==> config.mk <==
export PLATFORM = sky130hd
export DESIGN_NAME = ara_dispatch_buffer
export DESIGN_NICKNAME = d
export VERILOG_FILES = /design/src/rtl/ara_dispatch_buffer.sv
export SDC_FILE = /design/constraint.sdc
export NUM_CORES = 1
export LEC_CHECK = 0
export CAP_MARGIN = 10
export CORE_ASPECT_RATIO = 1.5
export CORE_MARGIN = 2
export CORE_UTILIZATION = 54
export CTS_BUF_LIST = sky130_fd_sc_hd__clkbuf_4
export DETAILED_ROUTE_END_ITERATION = 12
export PLACE_DENSITY_LB_ADDON = 0.08
export SKIP_LAST_GASP = 1
export SLEW_MARGIN = 20
export SYNTH_ARGS = -nofsm -noshare
export SYNTH_HDL_FRONTEND = slang
export SYNTH_SLANG_ARGS = --single-unit
==> constraint.sdc <==
create_clock -name clk_i -period 6.2 [get_ports clk_i]
set_clock_uncertainty 0.1 [all_clocks]
set_input_delay 0.93 -clock clk_i [delete_from_list [all_inputs] [get_ports clk_i]]
set_output_delay 0.93 -clock clk_i [all_outputs]
set_load 0.02 [all_outputs]
==> src/rtl/ara_dispatch_buffer.sv <==
// Request FIFO between the vector dispatcher and Ara's accelerator port.
// It also gates response-expecting instructions on an in-flight limit and keeps stall statistics.
module ara_dispatch_buffer #(
   parameter int unsigned Depth          = 4,
   parameter int unsigned XLEN           = 64,
   parameter int unsigned MaxOutstanding = 8
) (
   input  logic                              clk_i,
   input  logic                              rst_i,
   input  logic                              req_valid_i,
   output logic                              req_ready_o,
   input  logic [31:0]                       req_insn_i,
   input  logic [XLEN-1:0]                   req_rs1_i,
   input  logic [XLEN-1:0]                   req_rs2_i,
   input  logic                              req_wb_i,
   output logic                              acc_req_valid_o,
   input  logic                              acc_req_ready_i,
   output logic [31:0]                       acc_insn_o,
   output logic [XLEN-1:0]                   acc_rs1_o,
   output logic [XLEN-1:0]                   acc_rs2_o,
   input  logic                              acc_resp_valid_i,
   output logic                              acc_resp_ready_o,
   input  logic [XLEN-1:0]                   acc_resp_result_i,
   output logic [XLEN-1:0]                   last_result_o,
   output logic [$clog2(MaxOutstanding):0]   outstanding_o,
   output logic                              idle_o,
   output logic                              resp_err_o,
   output logic [63:0]                       stall_cnt_o,
   output logic [63:0]                       block_cnt_o
);

   localparam int unsigned AddrW = $clog2(Depth);
   localparam int unsigned PtrW  = AddrW + 1;
   localparam int unsigned OutW  = $clog2(MaxOutstanding) + 1;
   localparam logic [PtrW-1:0] PtrLast = PtrW'(Depth - 1);
   localparam logic [PtrW-1:0] CntFull = PtrW'(Depth);
   localparam logic [OutW-1:0] OutMax  = OutW'(MaxOutstanding);

   logic [31:0]      insn_mem_q [Depth];
   logic [XLEN-1:0]  rs1_mem_q  [Depth];
   logic [XLEN-1:0]  rs2_mem_q  [Depth];
   logic             wb_mem_q   [Depth];

   logic [PtrW-1:0]  wr_ptr_q, wr_ptr_d, rd_ptr_q, rd_ptr_d, cnt_q, cnt_d;
   logic [OutW-1:0]  out_q, out_d;
   logic             err_q, err_d, resp_rdy_q, resp_rdy_d;
   logic [XLEN-1:0]  last_q, last_d;
   logic [63:0]      stall_q, stall_d, block_q, block_d;

   logic empty, full, push, pop, head_wb, blocked, out_inc, out_dec;

   assign empty   = (cnt_q == {PtrW{1'b0}});
   assign full    = (cnt_q == CntFull);
   assign head_wb = wb_mem_q[rd_ptr_q[AddrW-1:0]];
   // A response-expecting head may not leave while every response slot is taken.
   assign blocked = !empty && head_wb && (out_q == OutMax);
   assign push    = req_valid_i && !full;
   assign pop     = acc_req_valid_o && acc_req_ready_i;
   assign out_inc = pop && head_wb;
   assign out_dec = acc_resp_valid_i && (out_q != {OutW{1'b0}});

   assign req_ready_o      = !full;
   assign acc_req_valid_o  = !empty && !blocked;
   assign acc_insn_o       = insn_mem_q[rd_ptr_q[AddrW-1:0]];
   assign acc_rs1_o        = rs1_mem_q[rd_ptr_q[AddrW-1:0]];
   assign acc_rs2_o        = rs2_mem_q[rd_ptr_q[AddrW-1:0]];
   assign acc_resp_ready_o = resp_rdy_q;
   assign last_result_o    = last_q;
   assign outstanding_o    = out_q;
   assign idle_o           = empty && (out_q == {OutW{1'b0}});
   assign resp_err_o       = err_q;
   assign stall_cnt_o      = stall_q;
   assign block_cnt_o      = block_q;

   // Next-state computation for pointers, occupancy, outstanding count and statistics.
   always_comb begin
      wr_ptr_d   = wr_ptr_q;
      rd_ptr_d   = rd_ptr_q;
      cnt_d      = cnt_q;
      out_d      = out_q;
      err_d      = err_q;
      last_d     = last_q;
      stall_d    = stall_q;
      block_d    = block_q;
      resp_rdy_d = 1'b1;

      if (push) begin
         wr_ptr_d = (wr_ptr_q == PtrLast) ? {PtrW{1'b0}} : wr_ptr_q + PtrW'(1);
      end else begin
         wr_ptr_d = wr_ptr_q;
      end
      if (pop) begin
         rd_ptr_d = (rd_ptr_q == PtrLast) ? {PtrW{1'b0}} : rd_ptr_q + PtrW'(1);
      end else begin
         rd_ptr_d = rd_ptr_q;
      end

      case ({push, pop})
         2'b10:   cnt_d = cnt_q + PtrW'(1);
         2'b01:   cnt_d = cnt_q - PtrW'(1);
         default: cnt_d = cnt_q;
      endcase

      case ({out_inc, out_dec})
         2'b10:   out_d = out_q + OutW'(1);
         2'b01:   out_d = out_q - OutW'(1);
         default: out_d = out_q;
      endcase

      if (acc_resp_valid_i) begin
         last_d = acc_resp_result_i;
         err_d  = err_q || (out_q == {OutW{1'b0}});
      end else begin
         last_d = last_q;
         err_d  = err_q;
      end

      if (acc_req_valid_o && !acc_req_ready_i) begin
         stall_d = stall_q + 64'd1;
      end else begin
         stall_d = stall_q;
      end
      if (blocked) begin
         block_d = block_q + 64'd1;
      end else begin
         block_d = block_q;
      end
   end

   // Control state registers with synchronous reset.
   always_ff @(posedge clk_i) begin
      if (rst_i) begin
         wr_ptr_q   <= {PtrW{1'b0}};
         rd_ptr_q   <= {PtrW{1'b0}};
         cnt_q      <= {PtrW{1'b0}};
         out_q      <= {OutW{1'b0}};
         err_q      <= 1'b0;
         last_q     <= {XLEN{1'b0}};
         stall_q    <= 64'd0;
         block_q    <= 64'd0;
         resp_rdy_q <= 1'b0;
      end else begin
         wr_ptr_q   <= wr_ptr_d;
         rd_ptr_q   <= rd_ptr_d;
         cnt_q      <= cnt_d;
         out_q      <= out_d;
         err_q      <= err_d;
         last_q     <= last_d;
         stall_q    <= stall_d;
         block_q    <= block_d;
         resp_rdy_q <= resp_rdy_d;
      end
   end

   // Entry storage; contents are meaningless until written, so it carries no reset.
   always_ff @(posedge clk_i) begin
      if (push) begin
         insn_mem_q[wr_ptr_q[AddrW-1:0]] <= req_insn_i;
         rs1_mem_q[wr_ptr_q[AddrW-1:0]]  <= req_rs1_i;
         rs2_mem_q[wr_ptr_q[AddrW-1:0]]  <= req_rs2_i;
         wb_mem_q[wr_ptr_q[AddrW-1:0]]   <= req_wb_i;
      end
   end

endmodule

==> reports/qor.txt, run 1 <==
Syn Nets = 2175
TritonCTS Buffers = 191
CP max-delay cell = dfxtp_4
first-pass GRT wire length = 125000 microns
min-delay worst type = in -> reg
sequential share of the synthesized area = 72.0%
global route overflow = 0
Startpoint Class = register
die area = 0.0625 sq mm
RSZ-0062 raised after global routing = no
worst-skew pair later-pin latency = 950 ps
GRT Resource Usage Total = 27.0%
layout cell share with drive strength beyond 1 = 18.1%
Setup violations, final = 0
peak supply drop = 256 uV
Hold Startpoint = acc_resp_valid_i
status = finished clean
Max Fclk = 0.201 GHz
initial core utilization = 54.5%
Critical Path RT = 5170 ps
Final min period = 4990 ps
commonest cells after routing, fill and taps aside = edfxtp_1 (644), clkdlybuf4s50_1 (588), clkbuf_4 (280), dfxtp_1 (207), mux4_2 (161)
Lkg Pwr = 13.7 nW
cell area after placement = 0.0394 sq mm
initial antenna violation count = 14
Post-Syn Area = 0.0326 sq mm
Sink Count = 853
Final Hold Viols = 0
commonest non-fill, non-tap cell in the layout = edfxtp_1
largest net degree at the start of global routing = 106
post_cts resized = 0
worst reg2reg endpoint = outstanding_o[2]$_SDFFE_PP0P_
Final Cell Area = 0.0419 sq mm
Power Density = 346 mW/mm^2
CTS root buffer = clkbuf_4
Seq cells post-synth = 853
FF-to-FF path depth = 11
Setup TNS = 0 ps
antenna-violating nets left = 0
reg-to-reg slack, setup = 1960 ps
area delta synth->final = 28.2%
Max Cap Violations = 0
worst-path cell chain = buf_4 -> mux4_2 -> clkdlybuf4s50_1
P_sw = 4.08 mW
vias in the first global route = 21.1k
CTS Buffer Depth = 3
Port Buffers = 590
P_int = 10.4 mW
number of fill cells = 4159
Vias = 20.4k
Clk pin slew, worst setup/hold paths = 70 ps
Slew HR = 17.7%
period utilization = 80.4%
delay of the slowest cell on the worst path = 890 ps
Clk pwr share = 29.1%
WHS Endpoint = last_result_o[25]$_SDFFE_PP0P_
Ports = 591
critical path endpoint category = output pin
hold path cells = 3
Slew Viols, Final = 0
largest fanout on the critical path = 49
synthesized area per cell = 16.9 sq um
Initial DRC Count = 1203
DRC = 0
Post-Synthesis Cells = 1933
arrival time at the worst endpoint = 3960 ps
Netlist cell types = 44
H-tree levels = 4
length of the first detailed-routing pass in iterations = 5
CTS tree = built
Flop pwr share = 47.0%
Buf/Inv on CP = 2
fin cells = 3583
hpwl dp = 57300 microns
Final GP Congestion = 0.874
Die Width = 205 microns
final WL = 84600 microns
Placement Rows = 110
CP delay by family, top = buffers and inverters
critical path class = reg -> out
ys flop type = edfxtp_1
Die H = 305 microns
# hold bufs at CTS = 0
Logic pwr share = 23.9%
vias per cell = 5.70
setup repair bufs after CTS = 0
EDFF count, synth = 644
Async SR Flop Fraction = 0%
actual slew at the worst max-slew pin = 1220 ps
nets = 2881
switch share = 28.2%
per-cell routed wire length = 23.6 microns
yosys warns = 0
placed instance count = 3229
core area = 0.0599 sq mm
## power groups by stage
| stage | Sequential, mW | Clock (mW) | Combinational, mW |
|---|---|---|---|
| 3_3_place_gp | 6.92 | 0 | 3.48 |
| 3_5_place_dp | 6.94 | 0 | 3.49 |
| 5_1_grt | 6.85 | 4.62 | 3.66 |
| 6_report | 6.81 | 4.22 | 3.46 |
| 4_1_cts | 6.82 | 4.35 | 3.51 |
| 2_1_floorplan | 6.92 | 0 | 1.91 |
## area by class of cell
cell class / instances / area (sq um) / area share [%]
inverters: 19 / 71.3 / 0.170
well taps: 784 / 981 / 2.34
flip-flops and latches: 853 / 23500 / 56.2
repair buffers: 611 / 6130 / 14.7
diodes: 11 / 27.5 / 0.0658
clock inverters: 62 / 302 / 0.720
clock buffers: 280 / 2100 / 5.02
multi-input cells: 963 / 8710 / 20.8
## tightest hold or removal path, stage by stage
cell and delay [ps]:
buf_4 170, mux2i_1 90, nor2_1 70
## registers in the layout, indices dropped and copies added (netlist names), named ones only
signal	cells
rs1_mem_q	256
rs2_mem_q	256
insn_mem_q	128
block_cnt_o	64
last_result_o	64
stall_cnt_o	64
outstanding_o	4
wb_mem_q	4
cnt_q	3
rd_ptr_q	3
wr_ptr_q	3
acc_resp_ready_o	1
resp_err_o	1
## cell usage after synthesis (2+ instances only)
cell / count / area share, %
nor2b_1: 5 / 0.096
and3_1: 22 / 0.42
nor3_1: 16 / 0.25
mux2i_1: 70 / 2.1
or3_1: 26 / 0.50
o21a_1: 6 / 0.14
dfxtp_1: 209 / 13
nor4_1: 28 / 0.54
o311ai_0: 6 / 0.16
nand4_1: 55 / 1.1
o41ai_1: 6 / 0.16
mux4_2: 161 / 11
clkbuf_1: 68 / 0.78
buf_1: 28 / 0.32
o31a_1: 3 / 0.080
xor2_1: 41 / 1.1
o21ai_0: 20 / 0.31
xnor2_1: 15 / 0.40
and4_1: 14 / 0.38
nor2_1: 148 / 1.7
ha_1: 11 / 0.42
a21oi_1: 68 / 1.0
nand2_1: 67 / 0.77
nand3_1: 52 / 0.80
or4_1: 46 / 1.1
or2_2: 8 / 0.15
o31ai_1: 41 / 0.94
and2_1: 10 / 0.19
buf_2: 2 / 0.031
inv_1: 19 / 0.22
mux2_2: 5 / 0.17
edfxtp_1: 644 / 59
nor4bb_1: 2 / 0.061
## layer usage
metal	GRT usage (%)	vias to the layer above	routed length (microns)
li1	-	9274	-
met1	29.2	10100	29100
met2	45.8	851	43600
met3	10.8	169	8570
met4	13.0	6	3290
met5	0	-	34
## worst max-delay path by stage
stage	cells after the start	endpoint	slack [ps]
after floorplan	1	insn_mem_q[1][0]$_DFFE_PP_	890
after global placement	11	outstanding_o[2]$_SDFFE_PP0P_	1970
after detailed placement	11	outstanding_o[2]$_SDFFE_PP0P_	1940
after CTS	3	acc_rs2_o[15]	930
after global routing	3	acc_rs1_o[33]	840
final	3	acc_rs2_o[22]	1210
## metrics by stage
stage                     util (%)  power (mW)  setup WS [ps]  hold WS (ps)
after CTS                     69.8        14.7            926           180
after global placement        65.8        10.4           1970           328
final                         69.9        14.5           1210           268
after floorplan                  -        8.84            888           317
after global routing          69.9        15.1            841           218
after detailed placement      65.8        10.4           1940           337
## kinds of logic after synthesis
kind of cell    Yosys count  share of synthesized area [%]
compound gates          155                           3.03
xor+xnor                 56                           1.50
fa+ha+maj                12                          0.483
buf+inv                 117                           1.35
flops                   853                           72.0
mux                     237                           13.5
simple gates            503                           8.12
Power figures use the tool's default switching activity.
==> inputs of run 2 (changes only) <==
CORE_UTILIZATION = 49   (was 54)
clock period = 4.1 ns   (was 6.2 ns; I/O delays follow)
==> run 2 against run 1 <==
Hold slack worse by 130 ps; register-to-register slack worse by 1100 ps; critical path depth stayed put; power up 54%; clock power rose by 59%; utilization decreased by 4.7 points; combinational power increased by 58%; clock-buffer cell count increased by 24; flip-flop and latch count did not move; final area is 2.5% higher; global-route usage is 2.2 points lower; via count increased by 2.5%; largest cell class unchanged.
==> reports/qor.txt, run 2 (synthesized netlist as in run 1, its figures left out) <==
Slew HR = 34.5% (+17 points)
status = finished clean
initial core utilization = 49.6% (-4.9 points)
commonest cells after routing, fill and taps aside = edfxtp_1 (644), clkdlybuf4s50_1 (588), clkbuf_4 (304), dfxtp_1 (207), mux4_2 (161)
Port Buffers = 590 (unchanged)
Die Width = 215 microns (+4.9%)
nets = 2953 (+2.5%)
first-pass GRT wire length = 129000 microns (+3.1%)
CTS root buffer = clkbuf_4
met2 WL post-DR = 42700 microns (-2.1%)
Final Hold Viols = 0 (unchanged)
worst reg2reg endpoint = outstanding_o[2]$_SDFFE_PP0P_
global route overflow = 0 (unchanged)
Max Fclk = 0.264 GHz
worst-skew pair later-pin latency = 1020 ps (+70 ps)
arrival time at the worst endpoint = 3080 ps (-880 ps)
Startpoint Class = register
Clk pin slew, worst setup/hold paths = 70 ps (about the same)
Lkg Pwr = 14.1 nW (+3.0%)
GRT Resource Usage Total = 24.8% (-2.2 points)
final core occ = 65.2% (-4.7 points)
commonest non-fill, non-tap cell in the layout = edfxtp_1
Slew Viols, Final = 0 (unchanged)
Vias = 21.0k (+2.5%)
number of fill cells = 4900 (+18%)
Sink Count = 853 (unchanged)
met3 routed WL = 7400 microns (-14%)
reg-to-reg slack, setup = 860 ps (-1100 ps)
CTS Buffer Depth = 3 (unchanged)
length of the first detailed-routing pass in iterations = 5 (unchanged)
core area = 0.0658 sq mm (+9.8%)
Placement Rows = 115 (+4.5%)
Hold Startpoint = acc_resp_result_i[27]
min-delay worst type = in -> reg
RSZ-0062 raised after global routing = no
Max Cap Violations = 0 (unchanged)
Final min period = 3790 ps
die area = 0.0688 sq mm (+10%)
vias per cell = 5.58 (-2.2%)
critical path endpoint category = output pin
final WL = 85400 microns (+0.99%)
critical path class = reg -> out
met1 wire length = 32500 microns (+12%)
largest fanout on the critical path = 65 (+33%)
Final GP Congestion = 0.892 (+2.1%)
DR top layer = met5
hold path cells = 3 (unchanged)
register cell area after layout = 0.0235 sq mm (unchanged)
largest net degree at the start of global routing = 161 (+52%)
Critical Path RT = 3380 ps (-1790 ps)
TritonCTS Buffers = 197 (+3.1%)
CTS tree = built
initial antenna violation count = 17 (+3)
area delta synth->final = 31.3%
Setup violations, final = 0 (unchanged)
H-tree levels = 4 (unchanged)
Power Density = 521 mW/mm^2 (+51%)
Setup TNS = 0 ps (unchanged)
peak supply drop = 354 uV (+39%)
actual slew at the worst max-slew pin = 975 ps (-248 ps)
per-cell routed wire length = 22.8 microns (-3.6%)
antenna-violating nets left = 0 (unchanged)
FF-to-FF path depth = 11 (unchanged)
hpwl dp = 56000 microns (-2.2%)
Ports = 591 (unchanged)
WHS Endpoint = last_result_o[27]$_SDFFE_PP0P_
DRC = 0 (unchanged)
Initial DRC Count = 1370 (+14%)
Die H = 320 microns (+4.9%)
period utilization = 92.5%
vias in the first global route = 21.5k (+2.2%)
area taken by multi-input logic gates = 0.00871 sq mm (about the same)
layout cell share with drive strength beyond 1 = 18.8% (+0.73 points)
run 2: cell types whose count changed in the layout (fill, tap and decap cells not counted), sizes merged:
cell	change
clkbuf	+25
clkinvlp	+2
buf	+12
inv	-1
clkinv	-8
dlygate4sd3	+53
diode	-4
run 2: repair_timing:
| action | CTS | global route |
|---|---|---|
| gates cloned | 0 | 1 |
| gates resized for setup | 2 | 1 |
| hold buffers | 53 | 0 |
| endpoints found under the hold margin | 178 | 0 |
| setup buffers | 0 | 0 |
| endpoints found under the setup margin | 57 | 4 |
| pin swaps | 0 | 0 |
run 2: worst max-delay path by stage:
stage               startpoint                             to  slack, ps
floorplan             register  outstanding_o[2]$_SDFFE_PP0P_        640
CTS                   register                 acc_insn_o[20]         30
global route          register                  acc_rs2_o[14]         70
finish                register                  acc_rs2_o[14]        310
global placement      register  outstanding_o[2]$_SDFFE_PP0P_        810
detailed placement    register  outstanding_o[2]$_SDFFE_PP0P_        760
run 2: where the power goes:
part           internal (mW)  switching [mW]
Sequential              9.99           0.195
Combinational           2.57            2.87
Clock                   3.50            3.22
run 2: final cells by class:
class	count	area share, %
clock inverter	55	0.677
multi-input combinational	963	20.3
antenna	7	0.0408
sequential	853	54.9
tap	877	2.56
inverter	19	0.166
clock buffer	304	5.32
timing repair buffer	677	16.1
run 2: critical path, stage by stage (launching register included):
cell and delay (ps):
dfxtp_4 400, buf_12 450, mux4_2 570, clkdlybuf4s50_1 660
run 2: per-stage QoR:
| stage | total power, mW | hold slack, ps | setup slack, ps | std cells | area [sq um] |
|---|---|---|---|---|---|
| after floorplan | 13.3 | 317 | 640 | 1933 | 32700 |
| final | 22.4 | 142 | 306 | 3755 | 42900 |
| after global routing | 23.3 | 27.7 | 67.3 | 3755 | 42900 |
| after CTS | 22.7 | 0.201 | 34.7 | 3747 | 42800 |
| after detailed placement | 15.8 | 344 | 758 | 3335 | 39700 |
| after global placement | 15.8 | 334 | 813 | 3335 | 39700 |
run 2: metal layers:
| metal | GRT usage, % | vias up |
|---|---|---|
| li1 | - | 9416 |
| met1 | 29.1 | 10600 |
| met2 | 41.1 | 780 |
| met3 | 9.31 | 179 |
| met4 | 10.0 | 20 |
| met5 | 0 | - |
